$ cat config.mk
export PLATFORM = sky130hd
export DESIGN_NAME = aq_axi_sdma64_wburst
export DESIGN_NICKNAME = d
export VERILOG_FILES = /design/src/rtl/aq_axi_sdma64_pkg.sv /design/src/rtl/aq_axi_sdma64_wburst_calc.sv /design/src/rtl/aq_axi_sdma64_wburst.sv
export SDC_FILE = /design/constraint.sdc
export NUM_CORES = 1
export LEC_CHECK = 0
export BUFFER_PORTS_ARGS = -buffer_cell sky130_fd_sc_hd__buf_2
export CAP_MARGIN = 40
export CORE_MARGIN = 3
export CORE_UTILIZATION = 55
export DETAILED_ROUTE_END_ITERATION = 10
export GPL_TIMING_DRIVEN = 0
export HOLD_SLACK_MARGIN = 0.12
export PLACE_DENSITY = 0.86
export SLEW_MARGIN = 20
export SYNTH_ARGS = -nofsm -noshare
export SYNTH_HDL_FRONTEND = slang
export SYNTH_SLANG_ARGS = --single-unit
$ cat constraint.sdc
create_clock -name CLK -period 8.85 [get_ports CLK]
set_input_delay 0.4425 -clock CLK [delete_from_list [all_inputs] [get_ports CLK]]
set_output_delay 0.4425 -clock CLK [all_outputs]
set_load 0.02 [all_outputs]
$ cat src/rtl/aq_axi_sdma64_pkg.sv
// Shared types and AXI constants for the 64-bit streaming DMA write path.
package aq_axi_sdma64_pkg;

    typedef enum logic [2:0] {
        ST_IDLE,
        ST_CALC,
        ST_WAIT_DATA,
        ST_AW,
        ST_W,
        ST_B,
        ST_FIN
    } state_t;

    localparam logic [2:0] SIZE_64    = 3'b011;
    localparam logic [1:0] BURST_INCR = 2'b01;
    localparam logic [1:0] RESP_OKAY  = 2'b00;

    localparam int         PAGE_BYTES = 4096;
    localparam int         BEAT_BYTES = 8;
    // A 4 KB page holds 512 64-bit beats
    localparam logic [9:0] PAGE_BEATS = 10'(PAGE_BYTES / BEAT_BYTES);

endpackage

$ cat src/rtl/aq_axi_sdma64_wburst_calc.sv
// Burst length calculator: the smallest of MAX_BURST, the remaining beats
// and the beats left before the next 4 KB page boundary.
module aq_axi_sdma64_wburst_calc #(
    parameter int MAX_BURST = 16,
    parameter int LEN_W     = 24
) (
    input  logic [8:0]       page_off,
    input  logic [LEN_W-1:0] rem,
    output logic [9:0]       beats
);
    import aq_axi_sdma64_pkg::*;

    localparam logic [9:0] MAX_C = 10'(MAX_BURST);

    logic [9:0] page_left;
    logic [9:0] rem_c;

    // page_off is the beat index within the page, so page_left is 1..512
    assign page_left = PAGE_BEATS - {1'b0, page_off};
    // Anything beyond one page cannot matter for the minimum
    assign rem_c     = (rem > LEN_W'(PAGE_BEATS)) ? PAGE_BEATS : 10'(rem);

    // Three-way minimum
    always_comb begin
        beats = MAX_C;
        if (page_left < beats) beats = page_left;
        if (rem_c < beats)     beats = rem_c;
    end

endmodule

$ cat src/rtl/aq_axi_sdma64_wburst.sv
// Write-side burst master: drains the FWFT FIFO into AXI4 INCR bursts,
// one burst outstanding, with per-command DONE/ERR status.
//
// state        | meaning
// ST_IDLE      | ready for a command
// ST_CALC      | size next burst (MAX_BURST / remaining / 4 KB page)
// ST_WAIT_DATA | wait until the FIFO holds the whole burst
// ST_AW        | address phase
// ST_W         | data phase, FIFO popped on each handshake
// ST_B         | wait write response, advance addr/rem
// ST_FIN       | one-cycle DONE/ERR report
module aq_axi_sdma64_wburst #(
    parameter int MAX_BURST = 16,
    parameter int LEN_W     = 24
) (
    input  logic             CLK,
    input  logic             RST_N,
    input  logic             CMD_VALID,
    output logic             CMD_READY,
    input  logic [31:0]      CMD_ADDR,
    input  logic [LEN_W-1:0] CMD_LEN,
    output logic             DONE,
    output logic             ERR,
    output logic             FIFO_RDEN,
    input  logic [64:0]      FIFO_DO,
    input  logic             FIFO_EMPTY,
    input  logic [12:0]      FIFO_RDCOUNT,
    output logic [31:0]      M_AXI_AWADDR,
    output logic [7:0]       M_AXI_AWLEN,
    output logic [2:0]       M_AXI_AWSIZE,
    output logic [1:0]       M_AXI_AWBURST,
    output logic             M_AXI_AWVALID,
    input  logic             M_AXI_AWREADY,
    output logic [63:0]      M_AXI_WDATA,
    output logic [7:0]       M_AXI_WSTRB,
    output logic             M_AXI_WLAST,
    output logic             M_AXI_WVALID,
    input  logic             M_AXI_WREADY,
    input  logic [1:0]       M_AXI_BRESP,
    input  logic             M_AXI_BVALID,
    output logic             M_AXI_BREADY
);
    import aq_axi_sdma64_pkg::*;

    state_t           state;
    logic [31:0]      addr;
    logic [LEN_W-1:0] rem;
    logic [9:0]       beats;
    logic [9:0]       cnt;
    logic [9:0]       calc_beats;
    logic             err;

    logic             in_w;
    logic             w_fire;
    logic             last_beat;
    logic             final_beat;
    logic             b_err;

    aq_axi_sdma64_wburst_calc #(
        .MAX_BURST (MAX_BURST),
        .LEN_W     (LEN_W)
    ) u_calc (
        .page_off (addr[11:3]),
        .rem      (rem),
        .beats    (calc_beats)
    );

    assign in_w       = (state == ST_W);
    assign last_beat  = (cnt == beats - 10'd1);
    // Last beat of the last burst of the command carries the packet marker
    assign final_beat = last_beat && (rem == LEN_W'(beats));
    assign b_err      = err | (M_AXI_BRESP != RESP_OKAY);

    assign M_AXI_AWSIZE  = SIZE_64;
    assign M_AXI_AWBURST = BURST_INCR;
    assign M_AXI_WSTRB   = 8'hFF;
    assign M_AXI_WVALID  = in_w & ~FIFO_EMPTY;
    assign M_AXI_WDATA   = in_w ? FIFO_DO[63:0] : 64'd0;
    assign M_AXI_WLAST   = in_w & last_beat;
    assign w_fire        = M_AXI_WVALID & M_AXI_WREADY;
    assign FIFO_RDEN     = w_fire;

    // Command sequencing FSM with registered handshake and status outputs
    always_ff @(posedge CLK) begin
        if (!RST_N) begin
            state         <= ST_IDLE;
            CMD_READY     <= 1'b0;
            DONE          <= 1'b0;
            ERR           <= 1'b0;
            M_AXI_AWVALID <= 1'b0;
            M_AXI_BREADY  <= 1'b0;
            M_AXI_AWADDR  <= 32'd0;
            M_AXI_AWLEN   <= 8'd0;
            addr          <= 32'd0;
            rem           <= '0;
            beats         <= 10'd0;
            cnt           <= 10'd0;
            err           <= 1'b0;
        end else begin
            DONE <= 1'b0;
            ERR  <= 1'b0;
            unique case (state)
                ST_IDLE: begin
                    CMD_READY <= 1'b1;
                    if (CMD_VALID && CMD_READY) begin
                        CMD_READY <= 1'b0;
                        addr      <= CMD_ADDR & 32'hFFFF_FFF8;
                        rem       <= CMD_LEN;
                        err       <= 1'b0;
                        if (CMD_LEN == '0) begin
                            DONE  <= 1'b1;
                            state <= ST_FIN;
                        end else begin
                            state <= ST_CALC;
                        end
                    end
                end
                ST_CALC: begin
                    beats        <= calc_beats;
                    M_AXI_AWLEN  <= 8'(calc_beats - 10'd1);
                    M_AXI_AWADDR <= addr;
                    cnt          <= 10'd0;
                    state        <= ST_WAIT_DATA;
                end
                ST_WAIT_DATA: begin
                    if (FIFO_RDCOUNT >= 13'(beats)) begin
                        M_AXI_AWVALID <= 1'b1;
                        state         <= ST_AW;
                    end
                end
                ST_AW: begin
                    if (M_AXI_AWREADY) begin
                        M_AXI_AWVALID <= 1'b0;
                        state         <= ST_W;
                    end
                end
                ST_W: begin
                    if (w_fire) begin
                        cnt <= cnt + 10'd1;
                        if (FIFO_DO[64] != final_beat) err <= 1'b1;
                        if (last_beat) begin
                            M_AXI_BREADY <= 1'b1;
                            state        <= ST_B;
                        end
                    end
                end
                ST_B: begin
                    if (M_AXI_BVALID) begin
                        M_AXI_BREADY <= 1'b0;
                        err          <= b_err;
                        addr         <= addr + {19'd0, beats, 3'd0};
                        rem          <= rem - LEN_W'(beats);
                        if (rem == LEN_W'(beats)) begin
                            DONE  <= 1'b1;
                            ERR   <= b_err;
                            state <= ST_FIN;
                        end else begin
                            state <= ST_CALC;
                        end
                    end
                end
                ST_FIN: begin
                    CMD_READY <= 1'b1;
                    state     <= ST_IDLE;
                end
                default: state <= ST_IDLE;
            endcase
        end
    end

endmodule

==> results of run 1 <==
==> flip-flops by register name (all words and copies together), names as in the netlist <==
register / count
CMD_READY: 1
DONE: 1
ERR: 1
M_AXI_AWADDR: 29
M_AXI_AWLEN: 8
M_AXI_AWVALID: 1
M_AXI_BREADY: 1
addr: 29
beats: 10
cnt: 10
err: 1
rem: 24
state: 3
==> tightest hold or removal path: cells and delay by family <==
kind / cells / cell delay [ns]
buffers and inverters: 1 / 0.10
AOI/OAI and AO/OA: 1 / 0.07
and+or+nand+nor: 1 / 0.05
==> worst min-delay path by stage <==
stage / end / depth (start not counted)
3_5_place_dp: M_AXI_AWADDR[28]$_SDFFE_PN0P_ / 2
5_1_grt: addr[8]$_SDFFE_PN0P_ / 3
6_report: addr[14]$_SDFFE_PN0P_ / 3
2_1_floorplan: err$_SDFFE_PN0P_ / 2
4_1_cts: addr[14]$_SDFFE_PN0P_ / 3
3_3_place_gp: M_AXI_AWADDR[28]$_SDFFE_PN0P_ / 2
==> synthesized netlist by cell type, types with 18 or more instances <==
master / n
a21oi_1: 92
a31oi_1: 18
and3_1: 83
clkbuf_1: 64
dfxtp_1: 119
ha_1: 42
inv_1: 36
nand2_1: 145
nand3_1: 33
nor2_1: 71
nor3_1: 37
o21ai_0: 61
xnor2_1: 18
==> metrics by stage <==
stage / utilization / setup WS, ns / instances / hold slack (ns) / power (mW)
finish: 0.726 / 3.69 / 1562 / 0.297 / 2.72
global route: 0.726 / 3.36 / 1562 / 0.316 / 2.85
CTS: 0.726 / 3.84 / 1562 / 0.296 / 2.67
detailed placement: 0.682 / 3.91 / 1531 / 0.443 / 1.92
global placement: 0.682 / 3.97 / 1531 / 0.439 / 1.90
floorplan: - / 4.72 / 1103 / 0.433 / 1.57
==> final cells by class <==
class	instances	area [um2]
flip-flops and latches	119	2380
clock inverters	11	173
well taps	180	225
repair buffers	248	1240
plain buffers	85	388
fillers	1213	3870
clock buffers	20	457
multi-input cells	863	5280
inverters	36	135
==> routing by layer <==
layer / share of wire / vias to the layer above / track usage
met1: 0.38 / 4494 / 0.508
met2: 0.44 / 717 / 0.623
li1: - / 4507 / -
met4: 0.051 / 0 / 0.196
met5: 0 / - / 0
met3: 0.13 / 157 / 0.115
==> cells by family (layout without fill, tap and decap cells) <==
group / count (synthesis) / after routing / share of synthesized area
muxes: 12 / 12 / 0.0160
and+or+nand+nor: 462 / 462 / 0.288
xor gates and xnor gates: 33 / 33 / 0.0356
DFF: 119 / 119 / 0.294
AOI/OAI and AO/OA: 291 / 291 / 0.231
other: 2 / 21 / 0.000926
adders and majority gates: 44 / 44 / 0.0697
buffers and inverters: 121 / 400 / 0.0645
==> where the power goes <==
group          total, mW  switching, mW  internal (mW)
logic               1.24          0.795          0.443
clock network      0.753          0.268          0.485
registers          0.731          0.109          0.622
total               2.72           1.17           1.55
==> run summary, run 1 <==
The flow ran to the end, and the final reports show no timing, DRC or antenna violations. The number of buffer cells added on primary ports came out at roughly 250. The count of final max-slew check failures is 0. Once detailed placement completed, the half-perimeter wirelength came to 25.8 mm. Counting both buffers and inverters, the worst setup path holds a total of 1. The setup slack on the worst flop-to-flop path is ~3.7 ns.

The routed length per instance came out at 21.6 um. The worst setup path is captured at a register. The placed instance area is about 9600 um2. Traced cell by cell, the critical path runs through or4_4, nor4_4, nand2_1, nor2_1, buf_2, and2_1, ha_1, a21oi_1, a21boi_0, o21ai_0, o311ai_0, a21o_1, nor2_4, mux2_2, ha_1, and2_1, o21ai_0, mux2i_1, a211oi_1. The die width is 127 um. The detailed-route wire length came out at about 34 mm. The peak ir drop on the vdd network is about 0.16 mV. The startpoint of the most critical register-to-register path is rem[16]$_SDFFE_PN0P_. The congestion estimate from routability-driven global placement came to ~1. Setup repair after global routing left no endpoint under its margin. The worst clock skew on the final layout came out at between 0.008 and 0.009 ns.

The number of flops mapped to enable cells by yosys came out at 0. The number of levels in the clock H-tree came out at 4. The detailed-routing iteration count for the pre-antenna-repair pass came out at 6. TritonCTS built the clock tree.

The cell area power density is 265 nW/um2. The highest attainable clock frequency is around 190 MHz. The number of nets in the finished design came out at around 1600. The area of all placed cells without fillers came out at ~10000 um2. The worst hold path begins at CMD_ADDR[14].

The minimum period implied by the final worst setup slack came out at between 5 and 6 ns. The clock transition at the registers of the reported paths came out at approximately 0.060 ns. The average vias per placed instance is between 6 and 7. Averaged over all synthesized cells, the footprint is ~7.5 um2. The via count of the routed design came out at slightly below 10000. The maximum buffer depth of the clock tree came out at 2. The data arrival time at the worst-slack endpoint came out at 5.49 ns. The number of setup buffers added after CTS came out at 0. The total of cells resized after clock tree synthesis came out at 0.

The most critical setup path has its endpoint at M_AXI_AWLEN[4]$_SDFFE_PN0P_. The post-synthesis instance area is approximately 8100 um2. The number of global-route vias before repair came out at between 9000 and 10000. The number of nets with antenna violations after detailed routing came out at 0.

At the pin with the least slew margin, the transition time is 0.863 ns. In this run the worst hold path is classified as input port to register. The number of CTS-inserted buffers came out at 17. The critical path starts at rem[16]$_SDFFE_PN0P_. Clock tree synthesis selected as its root buffer the cell clkbuf_16. Summed over all instances, the cell type with the most area after synthesis is dfxtp_1. The critical path runs through a total of 19 cells. The overall global routing resource usage is 0.400. For this run, the leading register cell type out of synthesis is dfxtp_1.

The share of synthesized area in the top cell type comes to 0.294. In the synthesized netlist, the number of instances is approximately 1100. The cell family contributing the most delay on the critical path is simple AND/OR/NAND/NOR gates. The I/O pin count is around 270. The count of cell types in the netlist is a little over 70. The endpoint required time on the critical path came out at ~9.2 ns. The final number of setup-violating endpoints is 0. Entering global routing, the biggest net connects 17 pins. In the finished design, the share of the clock period the worst path needs comes to 0.583. STA classifies the critical path startpoint as a register. The proportion of register bits with asynchronous set or reset after synthesis is 0.

The number of placement rows came out at 43. The standard cell core area is between 10000 and 15000 um2. In this run the critical register-to-register path is captured at M_AXI_AWLEN[4]$_SDFFE_PN0P_.

The clock latency on the worst-skew pair came out at about 0.43 ns. The count of antenna diodes in the layout is 0. Of the cells placed in the final design, the portion with a size suffix greater than 1 is 0.231.

Measured against its own limit, the worst slew margin works out to 0.425. The hold buffer count at cts came out at 0. The max-cap check violation count came out at 0. The die is around 130 um tall. The final-report hold violation count came to 0. The number of antenna violations at the first check in global routing is 0. The die covers 16200 um2. The count of cells along the worst register-to-register path is 19. Ranked by total cell area, the synthesized netlist is headed by dfxtp_1, nand2_1, ha_1. The static power due to leakage is 4.74 nW.

The worst-path maximum fanout is 10. The largest incremental delay on the critical path is 0.61 ns. The library cell used most frequently in the layout, excluding fill and tap cells, is buf_2. The cell with the biggest individual delay on the critical path is or4_4.

The part of the Yosys area used for sequential elements is 0.294. The type of the setup path with the least slack is register to register. The final setup TNS is 0 ns.

The first-pass GRT wire length is approximately 50 mm. In the layout the commonest cells are buf_2, nand2_1, dfxtp_1. The total overflow left after global routing is 0. The clock sink total is roughly 120.

The area growth from synthesis to layout came out at 26.7%. The warning count from the yosys run is 0. The synthesized design contains ~120 register bits. For this configuration, the core starts out at a cell density of 0.573. The number of DRC markers in iteration 0 is between 1000 and 1500. For this run, design rule violations remaining after detail routing come to 0.
(Power assumes the default switching activity.)
==> run 2: changes to the inputs <==
--- a/config.mk
+++ b/config.mk
@@ -8,11 +8,11 @@
 export BUFFER_PORTS_ARGS = -buffer_cell sky130_fd_sc_hd__buf_2
 export CAP_MARGIN = 40
 export CORE_MARGIN = 3
-export CORE_UTILIZATION = 55
+export CORE_UTILIZATION = 52
 export DETAILED_ROUTE_END_ITERATION = 10
 export GPL_TIMING_DRIVEN = 0
 export HOLD_SLACK_MARGIN = 0.12
-export PLACE_DENSITY = 0.86
+export PLACE_DENSITY = 0.82
 export SLEW_MARGIN = 20
 export SYNTH_ARGS = -nofsm -noshare
 export SYNTH_HDL_FRONTEND = slang
==> constraint.sdc (replaced) <==
create_clock -name CLK -period 5.12 [get_ports CLK]
set_input_delay 0.256 -clock CLK [delete_from_list [all_inputs] [get_ports CLK]]
set_output_delay 0.256 -clock CLK [all_outputs]
set_load 0.02 [all_outputs]
==> run 2 against run 1 <==
Design area rose by 0.23%. Count of clock-buffer cells in the layout fell by 1. Cell count rose by 2.5%. Clock skew rose by 0.0067 ns. Combinational power rose by 73%. Utilization fell by 5.1 points. Sequential cell count did not move. First-iteration DRC count fell by 3.7%. Global-route usage fell by 2.9 points. Sequential share of layout area fell by 0.053 points. Largest cell class unchanged. Highest routed layer unchanged.
==> run summary, run 2 (same netlist as run 1, synthesis figures left out) <==
The flow ran to the end, and the final reports show no timing, DRC or antenna violations. The final-report hold violation count came out at 0 (unchanged). The number of antenna violations at the first check in global routing came to 1 (+1). The final-layout fill cell count came out at 1338 (+10%).

The worst min-delay path class is input port to register. The standard cell core area came out at 15300 um2 (+7.8%). The vertical die dimension is 131 um (+2.7%). The clock sink total is 119 (unchanged). The total DRC errors in the routed layout was 0 (unchanged). The relative contribution of combinational cells to total power is 0.473 (+0.018). The die area is 17100 um2 (+5.5%). Relative to the synthesized area, the layout overhead comes to 27.0%. The final weighted congestion in routability-driven placement came out at 0.981 (-1.4%). The number of CTS-inserted buffers came out at 17 (unchanged). The largest incremental delay on the critical path is 0.61 ns (about the same). The I/O pin count is 268 (unchanged). The number of global-route vias before repair is 9049 (-0.70%). The worst clock skew on the final layout is 0.0153 ns (+0.00673 ns).

The post-DP HPWL came out at 25.3 mm (-2.1%). The nature of the critical path endpoint is a register. The switching portion of total power is 0.448 (+0.0172). TritonCTS built the clock tree. The starting density of the core came to 0.532 (-0.0416).

The reported net switching power came out at 2.03 mW (+73%). The average vias per placed instance is 6.14 (-2.9%). The critical path is of the register to register type. The final design utilization came out at 0.675 (-0.0512). The data arrival time at the worst-slack endpoint came to 5.26 ns (-0.23 ns).

The part of the power in the clock network is 0.249 (-0.028). In this run the worst setup path terminates at M_AXI_AWLEN[4]$_SDFFE_PN0P_. The count of cells along the worst register-to-register path was 19 (unchanged).

The die width is 131 um (+2.7%). The number of buffer cells added on primary ports came out at 248 (unchanged). The count of antenna diodes in the layout came out at 0 (unchanged). The detailed-routing iteration count for the pre-antenna-repair pass came out at 6 (unchanged). The via count of the routed design was 9833 (-0.43%). The worst-path maximum fanout came out at 10 (unchanged). The final number of setup-violating endpoints came to 0 (unchanged). The library cell used most frequently in the layout, excluding fill and tap cells, is buf_2.

The launching instance or port of the critical path is rem[16]$_SDFFE_PN0P_. The largest individual stage delay along the critical path comes from the cell or4_4. The routed length per instance is 20.5 um (-5.2%). The largest registers in the layout are M_AXI_AWADDR (29), addr (29), rem (24).

Clock tree synthesis selected as its root buffer the cell clkbuf_16. The number of placement rows is 45 (+4.7%). The number of nets in the finished design is 1564 (+0.45%).

The endpoint required time on the critical path came out at 5.46 ns (-3.72 ns). The share of power burned in registers came out at 0.278 (+0.010). The setup slack on the worst flop-to-flop path is 0.20 ns (-3.49 ns). The headroom to the max-slew limit came out at 0.461 (+0.0364). The cell area power density came out at 440 nW/um2 (+66%). The peak ir drop on the vdd network came out at 0.278 mV (+70%). The area of the multi-input gates came out at 5280 um2 (unchanged). The clock transition at the registers of the reported paths came out at 0.06 ns (about the same). The number of levels in the clock H-tree is 4 (unchanged). The max-cap check violation count is 0 (unchanged). The worst register-to-register path ends at M_AXI_AWLEN[4]$_SDFFE_PN0P_. The share of post-route cells with drive strength above 1 came out at 0.233 (+0.00227).

The number of DRC markers in iteration 0 was 1239 (-3.7%). The detailed-route wire length is 32.8 mm (-2.9%). The critical path startpoint category is a register. The count of final max-slew check failures is 0 (unchanged). The total internal power was 2.50 mW (+61%).

The overall global routing resource usage is 0.371 (-0.0293). The library cells used most frequently in the layout, excluding fill and tap cells, are buf_2, nand2_1, dfxtp_1. The maximum buffer depth of the clock tree is 2 (unchanged). The share of the clock period used by the worst path after layout came out at 0.961 (+0.378). The first-pass GRT wire length came out at 48.6 mm (-3.3%).

The startpoint identified for the worst register-to-register timing path is rem[16]$_SDFFE_PN0P_. The highest attainable clock frequency came out at 203 MHz (+4.9%). The final setup TNS is 0 ns (unchanged). The total of cells resized after clock tree synthesis is 0 (unchanged).

The static power due to leakage is 4.73 nW (-0.20%). The minimum period implied by the final worst setup slack is 4.92 ns (-0.241 ns). Setup repair after global routing left no endpoint under its margin.

The pin count of the biggest net entering global routing came out at 17 (unchanged). The sequential cell area is 2380 um2 (unchanged). The overall overflow remaining after global route is 0 (unchanged). The number of nets with antenna violations after detailed routing was 0 (unchanged).

The clock latency on the worst-skew pair is 0.44 ns (about the same). The critical path goes through or4_4, nor4_4, nand2_1, nor2_1, buf_2, and2_1, ha_1, a21oi_1, a21boi_0, o21ai_0, o311ai_0, a21o_1, nor2_4, mux2_2, ha_1, and2_1, o21ai_0, mux2i_1, a211oi_1. The worst hold slack came out at 0.136 ns (-0.161 ns). The transition time at the pin with the least slew margin is 0.801 ns (-0.0615 ns).
==> run 2: final cells by class <==
cell class,instances,share of cell area
plain buffers,85,0.0377
well taps,211,0.0256
multi-input cells,863,0.512
inverters,36,0.0131
clock buffers,19,0.0440
flip-flops and latches,119,0.231
clock inverters,13,0.00960
repair buffers,255,0.127
==> run 2: worst min path at each step <==
stage | start | endpoint | slack [ns] | cells past startpoint
floorplan | CMD_LEN[7] | rem[7]$_SDFFE_PN0P_ | 0.41 | 2
global placement | M_AXI_AWADDR[14]$_SDFFE_PN0P_ | M_AXI_AWADDR[14]$_SDFFE_PN0P_ | 0.44 | 2
CTS | CMD_ADDR[3] | addr[3]$_SDFFE_PN0P_ | 0.13 | 3
finish | CMD_ADDR[6] | addr[6]$_SDFFE_PN0P_ | 0.14 | 3
global route | CMD_LEN[5] | rem[5]$_SDFFE_PN0P_ | 0.14 | 3
detailed placement | M_AXI_AWADDR[8]$_SDFFE_PN0P_ | M_AXI_AWADDR[8]$_SDFFE_PN0P_ | 0.44 | 2
==> run 2: per-layer routing <==
metal	vias to the layer above	GRT usage	wire [um]
li1	4543	-	-
met1	4509	0.479	12600
met2	665	0.582	14900
met3	116	0.0821	3670
met4	0	0.189	1630
met5	-	0	0
==> run 2: power by group through the flow <==
stage / combinational, mW / sequential [mW] / clock (mW)
floorplan: 1.44 / 1.27 / 0
global placement: 2.01 / 1.26 / 0
detailed placement: 2.05 / 1.27 / 0
CTS: 2.06 / 1.25 / 1.12
global route: 2.34 / 1.27 / 1.17
finish: 2.14 / 1.26 / 1.13
==> run 2: worst max-delay path, delay by kind of cell, from the launching register on <==
family,cells,cell delay (ns)
mux,2,0.48
buf+inv,1,0.25
compound gates,7,1.19
flops,1,0.37
fa+ha+maj,2,0.56
simple gates,7,1.95
==> run 2: repair_timing <==
action                     in CTS  in global routing
setup endpoints to repair       0                  1
hold buffers                    4                  0
hold endpoints to repair        4                  0
buffers inserted                0                  3
==> run 2: stage by stage <==
| step | power [mW] | instances | area, um2 | setup slack, ns |
|---|---|---|---|---|
| floorplan | 2.71 | 1103 | 8180 | 0.986 |
| global placement | 3.28 | 1562 | 9690 | 0.241 |
| detailed placement | 3.31 | 1562 | 9690 | 0.231 |
| CTS | 4.43 | 1598 | 10300 | 0.172 |
| global route | 4.78 | 1601 | 10300 | 0.0373 |
| finish | 4.53 | 1601 | 10300 | 0.198 |
==> run 3: changes to the inputs <==
--- a/config.mk
+++ b/config.mk
@@ -5,6 +5,7 @@
 export SDC_FILE = /design/constraint.sdc
 export NUM_CORES = 1
 export LEC_CHECK = 0
+export ABC_AREA = 1
 export BUFFER_PORTS_ARGS = -buffer_cell sky130_fd_sc_hd__buf_2
 export CAP_MARGIN = 40
 export CORE_MARGIN = 3
@@ -12,7 +13,7 @@
 export DETAILED_ROUTE_END_ITERATION = 10
 export GPL_TIMING_DRIVEN = 0
 export HOLD_SLACK_MARGIN = 0.12
-export PLACE_DENSITY = 0.82
+export PLACE_DENSITY = 0.81
 export SLEW_MARGIN = 20
 export SYNTH_ARGS = -nofsm -noshare
 export SYNTH_HDL_FRONTEND = slang
==> run 3 against run 2 <==
Sequential cell count stayed put. Clock power is 12% higher. Register-to-register slack better by 1.4 ns. Synthesized cell count is 19% higher. Area after synthesis is 3.3% higher. Non-clock buffer count is 25 lower. Hold slack worse by 0.0093 ns. Critical path depth is 3 higher. Design area is 2.7% higher. Via count is 0.25% lower. Critical endpoint is now M_AXI_AWLEN[2]$_SDFFE_PN0P_. Largest cell class unchanged.
==> run summary, run 3 <==
Leaving out fill and tap cells, the most frequent cell in the layout is buf_2. By area the synthesized netlist is led by dfxtp_1, nand2_1, inv_1. The hold buffer count at cts is 2 (-2).

The area share of the largest cell type after synthesis is 0.284 (-0.00935). The critical path is of the register to register type. The die area came out at 17700 um2 (+3.1%).

The complex-gate fraction of the synthesized area came out at 0.182 (-0.0489). The number of nets in the finished design came out at 1766 (+13%). The critical path startpoint category is a register. The number of flops mapped to enable cells by yosys is 0 (unchanged). The overall overflow remaining after global route is 0 (unchanged).

The maximum buffer depth of the clock tree is 2 (unchanged). The pin count of the biggest net entering global routing is 17 (unchanged). nand2_1 is the most common cell in the netlist. The vertical die dimension came out at 133 um (+1.6%). The count of cells along the worst register-to-register path came to 22 (+3). The detailed-routing iteration count for the pre-antenna-repair pass came out at 8 (+2). The clock sink total is 119 (unchanged). The total of cells resized after clock tree synthesis is 0 (unchanged). The total DRC errors in the routed layout is 0 (unchanged). The final-layout fill cell count is 1435 (+7.2%). Following the worst setup path forward leads to its endpoint at M_AXI_AWLEN[2]$_SDFFE_PN0P_. The highest attainable clock frequency came out at 282 MHz (+39%). The number of placement rows was 45 (unchanged).

The cell area power density is 542 nW/um2 (+23%). The number of CTS-inserted buffers came to 17 (unchanged). The final setup TNS is 0 ns (unchanged). The post-DP HPWL came out at 23.0 mm (-9.2%). The leading register cell type out of synthesis is dfxtp_1. The standard cell core area came out at 15500 um2 (+1.5%). The xor-xnor portion of the synthesized cell area is 0.0288 (-0.00681). The cell count after synthesis was 1291 (+19%).

The endpoint required time on the critical path came out at 5.44 ns (-0.02 ns). The startpoint identified for the worst hold timing path is M_AXI_AWREADY. The placed instance area is 9950 um2 (+2.8%). The launching instance or port of the critical path is addr[4]$_SDFFE_PN0P_. Of all cell types, the one taking the most synthesized area is dfxtp_1. The worst setup path is captured at a register. Compared with the post-synthesis result, the final layout area differs by 26.3%. The minimum period implied by the final worst setup slack is 3.54 ns (-1.38 ns). The final number of setup-violating endpoints came out at 0 (unchanged).

In the synthesized netlist, the cells that appear most often are nand2_1, inv_1, nor2_1. The run finished with clean final reports. The detailed-route wire length came to 29.3 mm (-11%).

The final design utilization came out at 0.684 (+0.00844). The final-report hold violation count came out at 0 (unchanged). The worst clock skew on the final layout came out at 0.0152 ns (-0.000112 ns). In the final layout, the registers with the most flip-flops are M_AXI_AWADDR (29), addr (29), rem (24). The number of global-route vias before repair came out at 9222 (+1.9%). The static power due to leakage is 5.31 nW (+12%). The setup slack on the worst flop-to-flop path is 1.58 ns (+1.38 ns). The post-synthesis register bit count came to 119 (unchanged). The number of DRC markers in iteration 0 was 825 (-33%).

TritonCTS built the clock tree. The multiplexer share of the synthesized area was 0 (-0.0160). In this run the critical register-to-register path is launched from addr[4]$_SDFFE_PN0P_.

The count of antenna diodes in the layout came out at 0 (unchanged). The number of antenna violations at the first check in global routing came out at 0 (-1). The post-synthesis instance area was 8380 um2 (+3.3%). The transition time at the pin with the least slew margin is 0.809 ns (+0.00797 ns). The max-cap check violation count is 0 (unchanged). The worst register-to-register path ends at M_AXI_AWLEN[2]$_SDFFE_PN0P_.

The global-route met1 utilization is 0.435 (-0.0434). The area of all placed cells without fillers came out at 10600 um2 (+2.7%). The worst-path maximum fanout came out at 7 (-3). The switching portion of total power is 0.484 (+0.0359). The warning count from the yosys run came out at 0 (unchanged). The die width came out at 133 um (+1.6%). The clock latency on the worst-skew pair came out at 0.43 ns (about the same). The clock transition at the registers of the reported paths came out at 0.05 ns (about the same). The overall global routing resource usage came out at 0.326 (-0.0448). The number of levels in the clock H-tree came out at 4 (unchanged). The met2 usage in global routing is 0.509 (-0.0725). The first-pass GRT wire length is 46.5 mm (-4.3%). The share of synthesized cell area in and, or, nand and nor gates is 0.308 (+0.0199). The proportion of register bits with asynchronous set or reset after synthesis is 0 (unchanged). The headroom to the max-slew limit was 0.461 (-0.000747). The worst hold path belongs to the class input port to register.

The count of final max-slew check failures came out at 0 (unchanged). Setup repair after global routing left no endpoint under its margin. The relative contribution of combinational cells to total power came to 0.560 (+0.087).

The number of setup buffers added after CTS came out at 0 (unchanged). The reported net switching power is 2.77 mW (+37%). By area, the combinational part of the netlist is dominated by simple AND/OR/NAND/NOR gates. The number of nets with antenna violations after detailed routing was 0 (unchanged).

The part of the power in the clock network was 0.219 (-0.030). In this run the most used layer during global routing was met2. The met3 routing resource usage after global routing is 0.0639 (-0.0182). The via count of the routed design came out at 9808 (-0.25%). The part of the Yosys area used for sequential elements is 0.284 (-0.00935). The number of buffer cells added on primary ports came to 248 (unchanged).

The adder and majority gate portion of the synthesized area is 0.0675 (-0.00222). The final weighted congestion in routability-driven placement came out at 0.996 (+1.5%). The starting density of the core is 0.541 (+0.00948). The average vias per placed instance was 5.45 (-11%).

The share of power burned in registers is 0.221 (-0.057). CTS placed an instance of clkbuf_16 at the clock tree root. The share of post-route cells with drive strength above 1 was 0.220 (-0.0130). The data arrival time at the worst-slack endpoint is 3.86 ns (-1.40 ns). The count of cell types in the netlist came out at 50 (-30%). The peak ir drop on the vdd network is 0.355 mV (+27%).

The average cell area after synthesis is 6.49 um2 (-13%). The routed length per instance came out at 16.3 um (-21%). The share of the clock period used by the worst path after layout came out at 0.691 (-0.270). The I/O pin count is 268 (unchanged). In the layout the commonest cells are buf_2, nand2_1, inv_1.

The total internal power is 2.96 mW (+18%).
[run 3: changes by cell type after synthesis, moves of 17 or more]
cell,previous run,this run
inv_1,36,189
nand3_1,33,87
a311oi_1,17,0
nor2_1,71,149
and3_1,83,3
o21ai_0,61,78
clkbuf_1,64,44
nand2_1,145,226
[run 3: layout make-up]
cell class              count  area (um2)  area share
plain buffers              65         309      0.0292
clock buffers              21         460      0.0435
clock inverters             9         150      0.0142
inverters                 203         762      0.0720
multi-input cells         923        4990       0.472
flip-flops and latches    119        2380       0.225
well taps                 211         264      0.0249
repair buffers            250        1260       0.119
[run 3: per-layer routing]
metal	part of all wire	wire, um
met1	0.42	12300
met2	0.44	13000
met3	0.091	2670
met4	0.045	1310
met5	0	0
[run 3: critical path, stage by stage (launching register included)]
cell	delay, ns
dfxtp_1	0.31
inv_1	0.18
ha_1	0.21
inv_1	0.05
nor2_1	0.20
nand3_1	0.11
nand2_1	0.08
nand3_2	0.13
a21oi_1	0.18
inv_1	0.08
ha_1	0.29
a21o_1	0.20
nand4_1	0.10
nand2_2	0.07
nand2_4	0.09
nand3_4	0.12
o21ai_2	0.31
inv_1	0.11
ha_1	0.23
nand2_2	0.11
nand2_1	0.06
o221ai_1	0.14
inv_1	0.05
[run 3: metrics by stage]
step | power, mW | instances | worst slack, ns | hold WS, ns
2_1_floorplan | 3.56 | 1310 | 2.13 | 0.417
3_3_place_gp | 4.35 | 1769 | 1.70 | 0.452
3_5_place_dp | 4.40 | 1769 | 1.69 | 0.457
4_1_cts | 5.68 | 1801 | 1.65 | 0.123
5_1_grt | 6.17 | 1801 | 1.14 | 0.140
6_report | 5.74 | 1801 | 1.58 | 0.127
[run 3: how the worst min path moves through the flow]
| stage | slack (ns) | cells past startpoint | to |
|---|---|---|---|
| global placement | 0.45 | 2 | rem[23]$_SDFFE_PN0P_ |
| floorplan | 0.42 | 2 | addr[3]$_SDFFE_PN0P_ |
| finish | 0.13 | 4 | M_AXI_AWVALID$_SDFFE_PN0P_ |
| detailed placement | 0.46 | 2 | M_AXI_AWVALID$_SDFFE_PN0P_ |
| CTS | 0.12 | 4 | M_AXI_AWVALID$_SDFFE_PN0P_ |
| global route | 0.14 | 4 | M_AXI_AWVALID$_SDFFE_PN0P_ |
[run 3: logic make-up after synthesis]
kind of cell	after synthesis
flops	119
other cells	2
buf+inv	268
xor+xnor	26
simple gates	572
fa+ha+maj	44
compound gates	260
[run 3: power groups by stage]
stage	Sequential, mW	Clock [mW]	Combinational, mW
3_3_place_gp	1.28	0	3.07
3_5_place_dp	1.28	0	3.12
2_1_floorplan	1.29	0	2.27
6_report	1.27	1.26	3.21
5_1_grt	1.29	1.30	3.58
4_1_cts	1.26	1.26	3.16
